===== src/rtl/spi_master.sv =====
`default_nettype none
// ============================================================================
//  Module      : spi_master
//  Description : Single-byte SPI mode 0 (CPOL=0, CPHA=0) master. Shifts a
//                byte out on mosi MSB-first while capturing one from miso.
//                CLK_DIV sets the sck half-period in clk cycles; hold_cs
//                keeps cs_n asserted so several bytes can share one frame.
//  Revision    : 1.0 - initial release
// ============================================================================
module spi_master #(
   parameter int CLK_DIV = 2
) (
   input  logic       clk,
   input  logic       rst,
   input  logic       start,
   input  logic [7:0] tx_data,
   input  logic       hold_cs,
   output logic       busy,
   output logic       done,
   output logic [7:0] rx_data,
   output logic       sck,
   output logic       cs_n,
   output logic       mosi,
   input  logic       miso
);

   // A 1-bit counter is still needed when CLK_DIV=1 (it simply never leaves 0)
   localparam int               CNT_W      = (CLK_DIV > 1) ? $clog2(CLK_DIV) : 1;
   localparam logic [CNT_W-1:0] C_DIV_LAST = CNT_W'(CLK_DIV - 1);

   typedef enum logic [2:0] {
      S_IDLE   = 3'd0,
      S_SETUP  = 3'd1,
      S_SCK_HI = 3'd2,
      S_SCK_LO = 3'd3,
      S_HOLD   = 3'd4,
      S_GAP    = 3'd5
   } state_t;

   state_t           state_q,   state_d;
   logic [CNT_W-1:0] div_q,     div_d;
   logic [2:0]       bit_q,     bit_d;
   logic [7:0]       tx_q,      tx_d;
   logic [7:0]       rx_sh_q,   rx_sh_d;
   logic             hold_q,    hold_d;
   logic             busy_q,    busy_d;
   logic             done_q,    done_d;
   logic [7:0]       rx_data_q, rx_data_d;
   logic             sck_q,     sck_d;
   logic             cs_n_q,    cs_n_d;
   logic             mosi_q,    mosi_d;
   logic             div_expire;

   assign div_expire = (div_q == C_DIV_LAST);

   // Next-state and registered-output logic for the transfer sequencer
   always_comb begin
      state_d   = state_q;
      bit_d     = bit_q;
      tx_d      = tx_q;
      rx_sh_d   = rx_sh_q;
      hold_d    = hold_q;
      busy_d    = busy_q;
      done_d    = 1'b0;
      rx_data_d = rx_data_q;
      sck_d     = sck_q;
      cs_n_d    = cs_n_q;
      mosi_d    = mosi_q;

      case (state_q)
         S_IDLE: begin
            if (start) begin
               tx_d    = tx_data;
               hold_d  = hold_cs;
               rx_sh_d = 8'h00;
               cs_n_d  = 1'b0;
               mosi_d  = tx_data[7];
               busy_d  = 1'b1;
               bit_d   = 3'd7;
               state_d = S_SETUP;
            end
         end
         S_SETUP: begin
            // Even when cs_n was already low from a held frame, the slave
            // still gets a full half-period of mosi setup before sck rises.
            if (div_expire) begin
               sck_d          = 1'b1;
               rx_sh_d[bit_q] = miso;
               state_d        = S_SCK_HI;
            end
         end
         S_SCK_HI: begin
            if (div_expire) begin
               sck_d = 1'b0;
               if (bit_q != 3'd0) begin
                  mosi_d  = tx_q[bit_q - 3'd1];
                  bit_d   = bit_q - 3'd1;
                  state_d = S_SCK_LO;
               end else begin
                  state_d = S_HOLD;
               end
            end
         end
         S_SCK_LO: begin
            if (div_expire) begin
               sck_d          = 1'b1;
               rx_sh_d[bit_q] = miso;
               state_d        = S_SCK_HI;
            end
         end
         S_HOLD: begin
            if (div_expire) begin
               rx_data_d = rx_sh_q;
               done_d    = 1'b1;
               if (hold_q) begin
                  busy_d  = 1'b0;
                  state_d = S_IDLE;
               end else begin
                  cs_n_d  = 1'b1;
                  state_d = S_GAP;
               end
            end
         end
         S_GAP: begin
            // Keeps cs_n high for a full half-period before a new frame
            if (div_expire) begin
               busy_d  = 1'b0;
               state_d = S_IDLE;
            end
         end
         default: begin
            state_d = S_IDLE;
         end
      endcase
   end

   // Half-period divider: restarts on every state change and rests at 0 in IDLE
   always_comb begin
      if ((state_d != state_q) || (state_d == S_IDLE)) begin
         div_d = '0;
      end else begin
         div_d = div_q + 1'b1;
      end
   end

   // State and output registers with synchronous reset
   always_ff @(posedge clk) begin
      if (rst) begin
         state_q   <= S_IDLE;
         div_q     <= '0;
         bit_q     <= 3'd0;
         tx_q      <= 8'h00;
         rx_sh_q   <= 8'h00;
         hold_q    <= 1'b0;
         busy_q    <= 1'b0;
         done_q    <= 1'b0;
         rx_data_q <= 8'h00;
         sck_q     <= 1'b0;
         cs_n_q    <= 1'b1;
         mosi_q    <= 1'b0;
      end else begin
         state_q   <= state_d;
         div_q     <= div_d;
         bit_q     <= bit_d;
         tx_q      <= tx_d;
         rx_sh_q   <= rx_sh_d;
         hold_q    <= hold_d;
         busy_q    <= busy_d;
         done_q    <= done_d;
         rx_data_q <= rx_data_d;
         sck_q     <= sck_d;
         cs_n_q    <= cs_n_d;
         mosi_q    <= mosi_d;
      end
   end

   assign busy    = busy_q;
   assign done    = done_q;
   assign rx_data = rx_data_q;
   assign sck     = sck_q;
   assign cs_n    = cs_n_q;
   assign mosi    = mosi_q;

endmodule
`default_nettype wire


===== config.mk =====
export PLATFORM = sky130hd
export DESIGN_NAME = spi_master
export DESIGN_NICKNAME = d
export VERILOG_FILES = /design/src/rtl/spi_master.sv
export SDC_FILE = /design/constraint.sdc
export NUM_CORES = 1
export LEC_CHECK = 0
export ABC_AREA = 1
export BUFFER_PORTS_ARGS = -buffer_cell sky130_fd_sc_hd__buf_2
export CORE_ASPECT_RATIO = 1.75
export CORE_MARGIN = 2
export CORE_UTILIZATION = 39
export DETAILED_ROUTE_END_ITERATION = 6
export GPL_TIMING_DRIVEN = 0
export SLEW_MARGIN = 20
export SYNTH_ARGS = -nofsm -noshare
export SYNTH_HDL_FRONTEND = slang
export SYNTH_SLANG_ARGS = --single-unit

===== constraint.sdc =====
create_clock -name clk -period 1.7 [get_ports clk]
set_input_delay 0.255 -clock clk [delete_from_list [all_inputs] [get_ports clk]]
set_output_delay 0.255 -clock clk [all_outputs]
set_load 0.02 [all_outputs]

==> results.md <==
- Outcome: finished clean
- Routed Antenna Nets: 0
- Synth Cell Area: 1790 µm²
- Drt total wl: 4.04 mm
- Drt drc: 0
- Overall Global Routing Usage: between 10% and 20%
- TritonCTS buffer count: 5
- Fin. max-slew vios: 0
- Post-Route Skew: roughly 2.7 ps
- Core area: about 4400 µm²
- Count leader, synth: dfxtp_1
- Final instance count without filler cells: 332
- MaxCap Viol Count: 0
- Via count of the first global-routing pass: 1578
- CTS H-Tree Depth: 2
- Flop2flop setup slack: 130 ps
- Design Area, Final: 2090 µm²
- Grt ovf: 0
- Via/cell ratio: between 4 and 5
- Antenna Cells: 0
- Synthesized net count: 259
- Num rows: 32
- Fraction of layout cells with a size suffix above 1: 23.8%
- Util after Layout: between 40 and 50%
- Root Buffer: clkbuf_8
- Static Leak: around 0.86 nW
- Die Ht: 93.5 µm
- Post-Syn Instances: between 200 and 250
- Die X: 55.2 µm
- Initial antenna violation count: 0
- WL/cell: roughly 12 µm
- Final Hold Fails: 0
- Vias post-DR: 1653
- Detailed Place HPWL: 3.12 mm
- Hold Startpoint: rst
- Drt pass-1 iters: 4
- Final setup vio count: 0
- Period utilization: 92.2%
- Minimum clock period: 1570 ps
- RSZ-0062 raised after global routing: false
- Port-buffer cells: 25
- Worst-path maximum fanout: 6
- Startpoint Class: flip-flop
- Sequential fraction of the synthesis area: 41.5%
- First-pass GRT wire length: 6.91 mm
- Die area: 5160 µm²
- Post-synth EDFFs: 0
- Reg2reg end: mosi
- Sink Count: 37
- Max Root-Sink Buffers: 2
- 1st-iter DRT viols: 17
- Ranking of synthesized cells by area: dfxtp_1 (41%), a21oi_1 (9.5%), nand2_1 (7.1%)
- Boundary Pins: 26
- Reg2reg start: bit_q[0]
- Library cells used by synthesis: 29
- Crit-path cells: clkinvlp_4, ha_1, inv_1, a21oi_1, o21ai_0, nand3_1, nand3_1, a21oi_1
- Max-Slew Margin vs Limit: 64.7%
- Worst-path clk slew: roughly 70 ps
- Power density cells: 979 nW/µm²
- Largest net degree at the start of global routing: 12
- Worst vdd ir: ~0.58 mV
- Worst hold margin: 221 ps
- Area grow syn2layout: 17.2%
- Hold WC Path Type: in2reg
- RD Place Congestion: 0.789
- Crit path kind: reg2reg
- Max stage delay cell, worst path: dfxtp_1
- Hold Path Sink: rx_data[0]
- CP Capture Type: flip-flop
- Synth Register Bits: 37
- Maximum clock frequency: 0.638 GHz
- Post-DP Area: approximately 2000 µm²
- Worst Path Arrival: 1790 ps
- Yosys warnings: 0
- Worst-Margin Slew: 530 ps
- Hold_buf cts: 0
- Initial Utilization: 40.6%
- Syn_area_per_cell: 7.32 µm²
- Crit path required time: 1920 ps
- Fin nets: 295
- CTS tree: done
- Commonest cells in the netlist: dfxtp_1 (37), a21oi_1 (34), nand2_1 (34)
- Top-area cell type share of the netlist area: 41.5%
- WHS Path Cells: 2
- Reg2Reg Depth: 8
- Setup TNS Final: 0 ps
- Clock network latency to the later pin of the worst-skew pair: 290 ps
- Yosys top cell by area: dfxtp_1
- Most common flop cell mapped by yosys: dfxtp_1
- Share of synthesized flip-flops with an asynchronous set or reset: 0%
- Crit-path max cell delay: 390 ps
- Placed Instances: 320
==> metal layers <==
metal	GRT usage (%)	part of all wire [%]
met1	19.0	40
met2	33.3	55
met3	3.83	3.1
met4	6.10	1.5
met5	0	0
==> critical path: cells and delay by family, from the launching register on <==
kind,cells,cell delay [ps]
compound gates,3,340
fa+ha+maj,1,380
buf+inv,2,240
flops,1,390
simple gates,2,160
==> where the power goes <==
part / switching (mW) / leakage [nW] / total (mW) / internal (mW)
Sequential: 0.0352 / 0.303 / 0.959 / 0.924
Combinational: 0.312 / 0.516 / 0.497 / 0.185
Clock: 0.309 / 0.0450 / 0.593 / 0.284
Total: 0.656 / 0.864 / 2.05 / 1.39
==> sequential cells by signal (all words and copies together), names as in the netlist <==
signal      cells
rx_data         8
state_q         3
mosi            1
tx_q            8
bit_q           3
hold_q          1
sck             1
div_expire      1
cs_n            1
rx_sh_q         8
done            1
busy            1
==> worst max path at each step <==
stage                         from  endpoint
after global routing      bit_q[0]      mosi
final                     bit_q[0]      mosi
after global placement    bit_q[0]      mosi
after CTS                 bit_q[0]      mosi
after detailed placement  bit_q[0]      mosi
after floorplan           bit_q[0]      mosi
==> cell families (layout without fill, tap and decap cells) <==
family	after synthesis	after routing	share of synthesized area, %
adders and majority gates	2	2	1.40
and+or+nand+nor	104	104	28.4
DFF	37	37	41.5
xor gates and xnor gates	1	1	0.490
buffers and inverters	38	75	10.4
AOI/OAI and AO/OA	62	62	17.9
==> placed cells by master, fill, tap and decap left out, types with 3 or more instances in the layout <==
| cell | instances |
|---|---|
| nor3_1 | 9 |
| inv_1 | 20 |
| a21oi_1 | 34 |
| dfxtp_1 | 36 |
| inv_2 | 3 |
| buf_6 | 4 |
| buf_4 | 6 |
| nand3_1 | 25 |
| buf_2 | 27 |
| clkbuf_8 | 5 |
| nand2_1 | 34 |
| o21ai_0 | 22 |
| clkbuf_1 | 5 |
| o21ai_1 | 3 |
| nor2_1 | 17 |
| nand2_2 | 8 |
==> through the flow <==
stage	setup slack, ps	power [mW]
3_5_place_dp	64.6	1.46
4_1_cts	40.2	2.05
3_3_place_gp	69.8	1.45
5_1_grt	13.9	2.19
6_report	133	2.05
2_1_floorplan	308	1.34
==> timing repair <==
| item | 4_1_cts | 5_1_grt |
|---|---|---|
| endpoints found under the setup margin | 0 | 1 |
| buffers inserted | 0 | 4 |
| resized for setup | 0 | 2 |
==> final cells by class <==
| type | instances | area [µm²] |
|---|---|---|
| inverter | 24 | 93.8 |
| clock buffer | 6 | 72.6 |
| tap | 51 | 63.8 |
| clock inverter | 2 | 10.0 |
| timing repair buffer | 29 | 155 |
| sequential | 37 | 742 |
| buffer | 14 | 95.1 |
| multi-input combinational | 169 | 861 |
| fill | 496 | 2310 |
No activity file was read; power rests on OpenSTA's default activity.
